===== src/rtl/int_cntl_pkg.sv =====
// Shared definitions for the interrupt controller: register word offsets,
// service FSM encoding and the VECTOR valid-bit position.
package int_cntl_pkg;

  localparam logic [2:0] OFF_RAW    = 3'd0;
  localparam logic [2:0] OFF_MASK   = 3'd1;
  localparam logic [2:0] OFF_PEND   = 3'd2;
  localparam logic [2:0] OFF_VECTOR = 3'd3;
  localparam logic [2:0] OFF_EOI    = 3'd4;

  localparam int VEC_VALID_BIT = 31;

  typedef enum logic [2:0] {
    ST_IDLE,
    ST_REQ,
    ST_SERV,
    ST_ACKP,
    ST_HOLD
  } state_t;

endpackage


===== src/rtl/int_prio_enc.sv =====
// Fixed-priority encoder: reports whether any eligible source exists and the
// lowest-indexed one.
module int_prio_enc #(
  parameter int NUM_SRC = 8,
  parameter int ID_W    = $clog2(NUM_SRC)
) (
  input  logic [NUM_SRC-1:0] i_eligible,
  output logic               o_any,
  output logic [ID_W-1:0]    o_winner
);

  // Scan downward so the lowest set index is the last one written.
  always_comb begin
    o_any    = 1'b0;
    o_winner = '0;
    for (int i = NUM_SRC - 1; i >= 0; i--) begin
      if (i_eligible[i]) begin
        o_any    = 1'b1;
        o_winner = ID_W'(i);
      end
    end
  end

endmodule


===== src/rtl/int_cntl_slave.sv =====
// Interrupt controller slave: latches source IRQs, raises CPU_IRQ, serves the
// VECTOR/EOI handshake over the IP-side register bus and pulses ACK back.
module int_cntl_slave
  import int_cntl_pkg::*;
#(
  parameter int NUM_SRC = 8,
  parameter int ID_W    = $clog2(NUM_SRC)
) (
  input  logic               HCLK,
  input  logic               HRESET_n,
  input  logic               IP_SEL,
  input  logic [31:0]        IP_ADDR,
  input  logic               IP_WRITE,
  input  logic [31:0]        IP_WDATA,
  output logic [31:0]        IP_RDATA,
  output logic               IP_ERROR,
  input  logic [NUM_SRC-1:0] IRQ,
  output logic [NUM_SRC-1:0] ACK,
  output logic               CPU_IRQ
);

  state_t               r_state;
  logic [NUM_SRC-1:0]   r_pend;
  logic [NUM_SRC-1:0]   r_mask;
  logic [ID_W-1:0]      r_cur_id;
  logic                 r_cpu_irq;

  logic [2:0]           w_off;
  logic                 w_wr;
  logic                 w_rd;
  logic                 w_vec_rd;
  logic                 w_eoi_hit;
  logic [NUM_SRC-1:0]   w_cur_oh;
  logic [NUM_SRC-1:0]   w_eligible;
  logic                 w_any;
  logic [ID_W-1:0]      w_winner;
  logic [NUM_SRC-1:0]   w_set_inh;
  logic [NUM_SRC-1:0]   w_clr;
  logic [NUM_SRC-1:0]   w_pend_nxt;
  logic [31:0]          w_rdata;
  logic                 w_unused;

  assign w_off     = IP_ADDR[4:2];
  assign IP_ERROR  = (IP_ADDR[9:5] != 5'd0) || (w_off > OFF_EOI);
  assign w_wr      = IP_SEL & IP_WRITE & ~IP_ERROR;
  assign w_rd      = IP_SEL & ~IP_WRITE & ~IP_ERROR;
  assign w_vec_rd  = w_rd && (w_off == OFF_VECTOR);
  assign w_eoi_hit = w_wr && (w_off == OFF_EOI) && (IP_WDATA[ID_W-1:0] == r_cur_id);
  assign w_cur_oh  = NUM_SRC'(1) << r_cur_id;
  assign w_eligible = r_pend & r_mask;
  assign w_unused  = ^{IP_ADDR[31:10], IP_ADDR[1:0], IP_WDATA};

  int_prio_enc #(
    .NUM_SRC (NUM_SRC),
    .ID_W    (ID_W)
  ) u_prio (
    .i_eligible (w_eligible),
    .o_any      (w_any),
    .o_winner   (w_winner)
  );

  // The serviced source must not re-latch while its ACK/guard is in flight.
  always_comb begin
    w_set_inh = '0;
    w_clr     = '0;
    if (r_state == ST_ACKP || r_state == ST_HOLD) w_set_inh = w_cur_oh;
    if (r_state == ST_ACKP) w_clr = w_cur_oh;
  end

  assign w_pend_nxt = (r_pend | (IRQ & ~w_set_inh)) & ~w_clr;

  always_ff @(posedge HCLK or negedge HRESET_n) begin
    if (!HRESET_n) begin
      r_pend <= '0;
      r_mask <= '0;
    end else begin
      r_pend <= w_pend_nxt;
      if (w_wr && w_off == OFF_MASK) r_mask <= IP_WDATA[NUM_SRC-1:0];
    end
  end

  always_ff @(posedge HCLK or negedge HRESET_n) begin
    if (!HRESET_n) begin
      r_state   <= ST_IDLE;
      r_cur_id  <= '0;
      r_cpu_irq <= 1'b0;
    end else begin
      case (r_state)
        ST_IDLE: if (w_any) begin
          r_state   <= ST_REQ;
          r_cpu_irq <= 1'b1;
        end
        ST_REQ: if (!w_any) begin
          r_state   <= ST_IDLE;
          r_cpu_irq <= 1'b0;
        end else if (w_vec_rd) begin
          r_state   <= ST_SERV;
          r_cur_id  <= w_winner;
          r_cpu_irq <= 1'b0;
        end
        ST_SERV: if (w_eoi_hit) r_state <= ST_ACKP;
        ST_ACKP: r_state <= ST_HOLD;
        ST_HOLD: r_state <= ST_IDLE;
        default: r_state <= ST_IDLE;
      endcase
    end
  end

  assign CPU_IRQ = r_cpu_irq;
  assign ACK     = (r_state == ST_ACKP) ? w_cur_oh : '0;

  always_comb begin
    w_rdata = '0;
    if (w_rd) begin
      case (w_off)
        OFF_RAW:  w_rdata[NUM_SRC-1:0] = IRQ;
        OFF_MASK: w_rdata[NUM_SRC-1:0] = r_mask;
        OFF_PEND: w_rdata[NUM_SRC-1:0] = r_pend;
        OFF_VECTOR: if (r_state == ST_REQ && w_any) begin
          w_rdata[VEC_VALID_BIT] = 1'b1;
          w_rdata[ID_W-1:0]      = w_winner;
        end
        default: w_rdata = '0;
      endcase
    end
  end

  assign IP_RDATA = w_rdata;

endmodule

===== config.mk =====
export PLATFORM = sky130hd
export DESIGN_NAME = int_cntl_slave
export DESIGN_NICKNAME = d
export VERILOG_FILES = /design/src/rtl/int_cntl_pkg.sv /design/src/rtl/int_prio_enc.sv /design/src/rtl/int_cntl_slave.sv
export SDC_FILE = /design/constraint.sdc
export NUM_CORES = 1
export LEC_CHECK = 0
export ABC_CLOCK_PERIOD_IN_PS = 2100
export CAP_MARGIN = 20
export CORE_MARGIN = 5
export CORE_UTILIZATION = 28
export CTS_BUF_LIST = sky130_fd_sc_hd__clkbuf_4
export DETAILED_ROUTE_END_ITERATION = 12
export PLACE_DENSITY = 0.73
export SKIP_CTS_REPAIR_TIMING = 1
export SLEW_MARGIN = 20
export SYNTH_ARGS = -nofsm -noshare
export SYNTH_HDL_FRONTEND = slang
export SYNTH_SLANG_ARGS = --single-unit

===== constraint.sdc =====
create_clock -name HCLK -period 2.1 [get_ports HCLK]
set_clock_uncertainty 0.2 [all_clocks]
set_input_delay 0.21 -clock HCLK [delete_from_list [all_inputs] [get_ports HCLK]]
set_output_delay 0.21 -clock HCLK [all_outputs]
set_load 0.005 [all_outputs]

# Word level (Yosys, flattened, before mapping)
# Cells that the tools add are included.
# classes
bitwise_logic	12
n_mux	33
n_eq_ne	12
shifts	1
magnitude_cmp	1
n_reduce_logical	14
# op_table
cell	count
$mux W3	13
$mux W32	1
$and A8 B8 Y8	3
$pmux W3 S4	2
$mux W8	2
$not A8 Y8	2
$pmux W5 S3	1
$mux W1	13
$eq A3 B2 Y1 const B	4
$reduce_and A3 Y1	3
$or A8 B8 Y8	1
$shl A1 B3 Y8 const A	1
$eq A3 B1 Y1 const B	2
$eq A3 B3 Y1 const B	2
$logic_not A3 Y1	2
$logic_and A1 B1 Y1	5
$reduce_bool A5 Y1	1
$and A1 B1 Y1	4
$ne A2 B2 Y1 const B	2
$eq A3 B3 Y1	1
$gt A3 B3 Y1 const B	1
$ne A3 B3 Y1 const B	1
$logic_or A1 B1 Y1	2
$not A1 Y1	2
other kinds (2)	2
# totals
output_inout_bits	42
wordCells	78
input_bits	76
ff_bits	23

# Longest topological paths before layout
# depth
word_depth	13
depth_mapped	6
depth_no_buf	5

# Hierarchy
# From an unflattened synthesis, not the netlist that was laid out.
# unflattened
hier_cells	193
hier_area_um2	1642.8
# by_module_without_submodules
module	cells_each	instances	area_each_um2	seq_area_each_um2
int_cntl_slave	180	1	1562.7	575.6
int_prio_enc	13	1	80.1	0.0

# Worst setup path before layout
# Ideal clock, no wire load.
# synth_path
kind	in2out
from	input port IP_ADDR[6]
to	output port IP_RDATA[3]
n_path_buf	1
path_stages	5
required_time_ps	1690
t_arrival_ps	1666
setup_slack_ps	24
cell_sequence	or4b_1 or2_0 buf_2 or3_2 nor2_1
# synth_via
elab_chain_cells	5
# synth_lines
item	line	rtl
start, declared	int_cntl_slave.sv:12	input logic [31:0] IP_ADDR,
$reduce_bool A5 Y1	int_cntl_slave.sv:44	assign IP_ERROR = (IP_ADDR[9:5] != 5'd0) || (w_off > OFF_EOI);
$logic_or A1 B1 Y1	int_cntl_slave.sv:44	
$not A1 Y1	int_cntl_slave.sv:46	assign w_rd = IP_SEL & ~IP_WRITE & ~IP_ERROR;
$and A1 B1 Y1	int_cntl_slave.sv:46	
$mux W32	int_cntl_slave.sv:114	if (w_rd) begin
end, declared	int_cntl_slave.sv:15	output logic [31:0] IP_RDATA,
# No other way between the ends.

# Worst setup path in the final report
# layout_path
from	register r_pend[5]
to	output port IP_RDATA[0]
# layout_via
elab_chain_cells	11
word_cells_on_any_way	17
cone_classes	mux: 15; bitwise: 1; reduce/logical: 1
# layout_lines
item	line	rtl
start, declared	int_cntl_slave.sv:23	logic [NUM_SRC-1:0] r_pend;
start signal, assigned	int_cntl_slave.sv:77	r_pend <= w_pend_nxt;
$and A8 B8 Y8 *	int_cntl_slave.sv:50	assign w_eligible = r_pend & r_mask;
$mux W1 (6 in a row)	int_prio_enc.sv:17	if (i_eligible[i]) begin
$logic_and A1 B1 Y1	int_cntl_slave.sv:119	OFF_VECTOR: if (r_state == ST_REQ && w_any) begin
$mux W3 *	int_cntl_slave.sv:119	
$pmux W3 S4 *	int_cntl_slave.sv:115	case (w_off)
$mux W32 *	int_cntl_slave.sv:114	
# Every way passes the cells marked *; elsewhere a longest branch is shown, timed or not.

==> results.tsv <==
metric	value	unit
status	finished with violations	
violations	setup timing	
worst_hold_path_type	in2async	
cp-startpoint	r_pend[5]	
cap_violations	0	
grtUsageMet2	0.220	
synthArstFlopShare	1.00	
p_int	686	uW
die_w	88.7	um
root_buffer	clkbuf_4	
wl_per_cell	14.9	um
total_power	971	uW
ys.flop_type	dfrtp_1	
drtAntennaViolNets	0	
die_y	88.7	um
synth_compound_area_frac	0.124	
hold_viol	0	
worst_r2r_endpoint	r_cur_id[1]	
grt_pass1_wl	7920	um
grt_max_degree	24	
arrival	2.00	ns
syn_area	1730	um^2
busiest_layer	met2	
synthXorXnorAreaFrac	0.0152	
port_buffers	46	
crit-reg2reg-launch	r_pend[5]	
pwr-share-seq	0.493	
cts-buffers-inserted	3	
dr.first_iter.drc_count	156	
max_freq	415	MHz
grt_use_met1	0.162	
vias_per_cell	4.77	
drive_above_1_share	0.376	
fillCellCount	578	
use_met3	0.0400	
finalSetupViolCount	10	
synth_top_area_share	0.332	
clk_pin_slew	0.14	ns
leakage	0.00135	uW
yosysMostFrequentCell	nor2_1	
yosys.cell_types.count	41	
place_area	2440	um^2
synth_adder_area_share	0	
diodes	0	
worstSetupPathType	reg2out	
path_max_fanout	4	
fin_crit_sh	1.15	
drv_slew	0	
synth_top_family_by_area	simple AND/OR/NAND/NOR gates	
p_sw	285	uW
worstMarginPinSlew	0.547	ns
tritoncts	yes	
required	1.69	ns
fp.dieArea	7870	um^2
antenna_found_initial	0	
syn_avg_cell_area	8.71	um^2
synth.area.top_cells	dfrtp_1 (33%), buf_4 (10%), mux2_4 (6.9%), nor2_1 (6.7%), a21oi_1 (5.2%)	
ys_ff_latch	23	
syn-instance-count	199	
insertion_delay	0.32	ns
h-tree-depth	1	
synthMuxAreaShare	0.135	
relSlewSlack	0.633	
switching_share	0.293	
worst_slack	-0.311	ns
yosys.area_share.simple	0.260	
layout.nets	364	
final_cell_area	2670	um^2
row_count	28	
firstDrtPassIters	4	
yosys.area.top_type	dfrtp_1	
power.density	363	nW/um^2
endpoint_kind	primary output	
rsz0062_at_grt	true	
synth_edf_count	0	
drt_wl_total	5400	um
place_ws	-0.878	ns
worst_r2r_path_depth	7	
period_minus_slack	2.41	ns
ys_seq_area_frac	0.332	
vias	1725	
pwr-share-clk	0.222	
start_util	0.291	
cts.sinks	23	
p_comb_frac	0.286	
grt_pass1_vias	1700	
gp_congestion	0.921	
ir_drop	189	uV
drc	0	
start_kind	flop	
synth_commonest_cells	nor2_1 (31), buf_4 (23), dfrtp_1 (23)	
hold_ws	0.0212	ns
area_growth	54.2	%
grt-ovfl-total	0	
synth_warnings	0	
clockBufferDepth	2	
place_hpwl	4130	um
reg2reg_slack	0.06	ns
grtUsageTotal	0.130	
io_pins	118	
core_area	5960	um^2
-- logic make-up (layout without fill, tap and decap cells) --
group / after synthesis / count (layout)
simple gates: 84 / 84
buf+inv: 35 / 101
other cells: 1 / 23
flops: 23 / 23
compound gates: 34 / 34
mux: 19 / 19
xor+xnor: 3 / 3
-- layout make-up --
class	instances	area (um^2)	area share
Multi-Input combinational cell	163	1140	0.428
Timing Repair Buffer	95	825	0.308
Sequential cell	23	576	0.215
Tap cell	75	93.8	0.0351
Clock buffer	3	22.5	0.00842
Inverter	2	7.51	0.00281
Clock inverter	1	5.00	0.00187
-- through the flow --
stage                util  setup TNS [ns]  std cells
floorplan               -               0        221
global placement    0.410          -12.37        348
detailed placement  0.410          -13.34        348
CTS                 0.415          -11.35        352
global route        0.449           -2.95        362
finish              0.449           -1.94        362
-- critical path, cell delays in order, from the launching register on --
cell       delay [ns]
dfrtp_1          0.40
a22oi_2          0.12
and4_4           0.21
nor4_4           0.34
nand2_1          0.13
a2111oi_2        0.31
buf_2            0.17
-- layout by cell type (no fill, tap or decap), types with 5 or more instances in the layout --
cell	Yosys	routed
a21oi_1	18	16
buf_2	2	6
buf_4	23	44
buf_6	1	7
clkdlybuf4s50_1	0	24
conb_1	1	23
dfrtp_1	23	23
dlymetal6s2s_1	0	10
mux2_4	8	9
mux2i_1	8	8
nand2_1	13	12
nand3_1	8	8
nand3b_1	5	5
nor2_1	31	24
-- per-layer routing --
layer	wire length, um	vias up
met5	0	-
met1	2190	841
met2	2820	51
met3	336	6
met4	57	0
li1	-	827
-- registers in the layout (all words and copies together), names as in the netlist --
name      count
r_state       3
CPU_IRQ       1
r_mask        8
r_pend        8
r_cur_id      3
-- power groups by stage --
stage                     Combinational (uW)  Clock (uW)  Sequential [uW]
after floorplan                          132           0              490
after global placement                   249           0              485
after detailed placement                 253           0              485
after CTS                                255         217              477
after global routing                     304         245              481
final                                    277         215              478
-- how the worst max path moves through the flow --
stage | endpoint | slack [ns]
floorplan | IP_RDATA[3] | 0.02
global placement | IP_RDATA[6] | -0.82
detailed placement | IP_RDATA[3] | -0.88
CTS | IP_RDATA[3] | -0.88
global route | IP_RDATA[1] | -0.49
finish | IP_RDATA[0] | -0.31
Note: power is estimated with default switching activity, not from simulation.
==> variant (same flow settings) <==
Reset style: synchronous (`HRESET_n`), changed in 2 clocked blocks.
--- a/src/rtl/int_cntl_slave.sv
+++ b/src/rtl/int_cntl_slave.sv
@@ -70,5 +70,5 @@
   assign w_pend_nxt = (r_pend | (IRQ & ~w_set_inh)) & ~w_clr;
 
-  always_ff @(posedge HCLK or negedge HRESET_n) begin
+  always_ff @(posedge HCLK) begin
     if (!HRESET_n) begin
       r_pend <= '0;
@@ -80,5 +80,5 @@
   end
 
-  always_ff @(posedge HCLK or negedge HRESET_n) begin
+  always_ff @(posedge HCLK) begin
     if (!HRESET_n) begin
       r_state   <= ST_IDLE;
Formal check against the unedited RTL: differs if HRESET_n is asserted again (counterexample within 4 cycles, from zero or initial values and one cycle with HRESET_n low); with HRESET_n held inactive, the same outputs for 4 cycles.
==> variant against the unedited design <==
- the run still ends with negative setup slack left
- setup slack worse by 0.096 ns
- critical path depth unchanged
- area after synthesis down 3.8%
- sequential cell count unchanged
- design area down 1.1%
- cell count up 4.7%
- total power down 10%
- wire length down 3.5%
- sequential share of layout area down 3.7 points
- synthesized cell count up 8.5%
- critical path type unchanged
- largest cell class unchanged
- largest power group unchanged
==> variant: results (changes against the unedited design) <==
Run status
  – Outcome: complete, but fails checks
  – Failing checks: negative setup slack

Final layout
  – Final #Nets: 381 (+4.7%)
  – Ratio of cells with drive above 1 in the final layout: 32.9% (-4.7 points)
  – Final-layout fill cell count: 565 (-2.2%)

Yosys
  – Top cells by area, synth: dfxtp_1, buf_4, mux2i_1
  – Post-synth ARST share: 0% (-100 points)
  – Cells after Synth: 216 (+8.5%)
  – Synth top cells by count: nor2_1, buf_4, dfxtp_1, nand2_1, mux2i_1
  – Synth cell types: 39 (-4.9%)
  – Sequential element share of the synthesized area: 27.6% (-5.6 points)

GRT
  – Wire length of the first global-routing pass: 7.82 mm (-1.2%)
  – Total track usage: 12.7% (-0.27 points)
  – Largest net degree at the start of global routing: 26 (+8.3%)
  – Vias in the first global route: 1676 (-1.4%)

CTS
  – CTS max path bufs: 2 (unchanged)
  – Clk slew on worst S/H paths: 0.14 ns (about the same)
  – H-tree depth: 1 (unchanged)

Hold path
  – Hold Crit Class: input port to register

Pwr
  – Worst IR drop on VDD: 0.184 mV (-2.6%)
  – Pleak: 1.27 nW (-5.9%)
  – Switching pwr: 235 uW (-17%)
  – P_seq: 456 uW (-4.6%)
  – Sw Share: 27.0% (-2.3 points)
  – Clock power frac: 27.2% (+5.0 points)

Worst setup path
  – CP max stage delay: 0.55 ns (+0.15 ns)
  – Critical Path Fanout Max: 3 (-1)
  – Worst EP arrival: 2.10 ns (+0.10 ns)
  – Slowest CP cell: or4_4
  – Top delay family on crit path: simple AND/OR/NAND/NOR gates

Drt
  – Routed length on met1: 2.34 mm (+6.9%)
  – Via count: 1799 (+4.3%)
  – Average vias per placed instance: 4.75 (-0.39%)
  – Met2 Wirelength: 2.53 mm (-10%)
  – Initial drt markers: 130 (-17%)
  – DR WL met3: 263 microns (-22%)
  – Wire per inst: 13.8 microns (-7.8%)

Placed design
  – Placed Cells: 361 (+3.7%)
  – Post-DP HPWL: 3.97 mm (-3.8%)
  – GPL Wtd Cong: 0.884 (-4.1%)

Timing
  – Setup slack after layout: -0.407 ns (-0.0965 ns)
  – Final setup vio count: 15 (+5)
[variant: metrics by stage]
| step | worst slack (ns) | instance area (sq um) | setup TNS, ns |
|---|---|---|---|
| after floorplan | -0.00946 | 1750 | -0.00946 |
| after global placement | -0.697 | 2350 | -11.13 |
| after detailed placement | -0.718 | 2350 | -11.91 |
| after CTS | -0.887 | 2380 | -10.15 |
| after global routing | -0.480 | 2650 | -3.27 |
| final | -0.407 | 2650 | -2.20 |
[variant: routing by layer]
layer  global-route usage [%]  vias up
li1                         -      892
met1                     17.4      835
met2                     20.8       63
met3                     1.42        9
met4                     4.18        0
met5                        0        -
[variant: worst min-delay path: stages]
cell and delay, ns:
clkdlybuf4s50_1 0.42, o21ai_0 0.08, a311oi_1 0.05
[variant: cells by family (layout without fill, tap and decap cells)]
| logic type | count (synthesis) | in the layout | share of synthesized area, % |
|---|---|---|---|
| AO/OA/AOI/OAI | 36 | 36 | 13.4 |
| XOR/XNOR | 3 | 3 | 1.58 |
| buffers and inverters | 36 | 102 | 14.0 |
| flip-flops | 23 | 23 | 27.6 |
| multiplexers | 17 | 17 | 10.2 |
| other | 1 | 23 | 0.225 |
| AND/OR/NAND/NOR | 100 | 100 | 33.0 |
[variant: final timing paths]
check                                from          end  slack [ns]  cells past startpoint
worst max-delay path            r_mask[2]  IP_RDATA[2]       -0.41                      6
worst min-delay path             HRESET_n      CPU_IRQ        0.26                      3
worst max register to register  r_mask[2]  r_cur_id[2]       -0.04                      7
worst min register to register    CPU_IRQ      CPU_IRQ        0.34                      2
[variant: cell type report]
class	count	area, sq um	share of cell area, %
Inverter	1	3.75	0.142
Timing Repair Buffer	97	861	32.5
Tap cell	75	93.8	3.55
Multi-Input combinational cell	179	1190	44.8
Clock buffer	4	30.0	1.14
Sequential cell	23	470	17.8
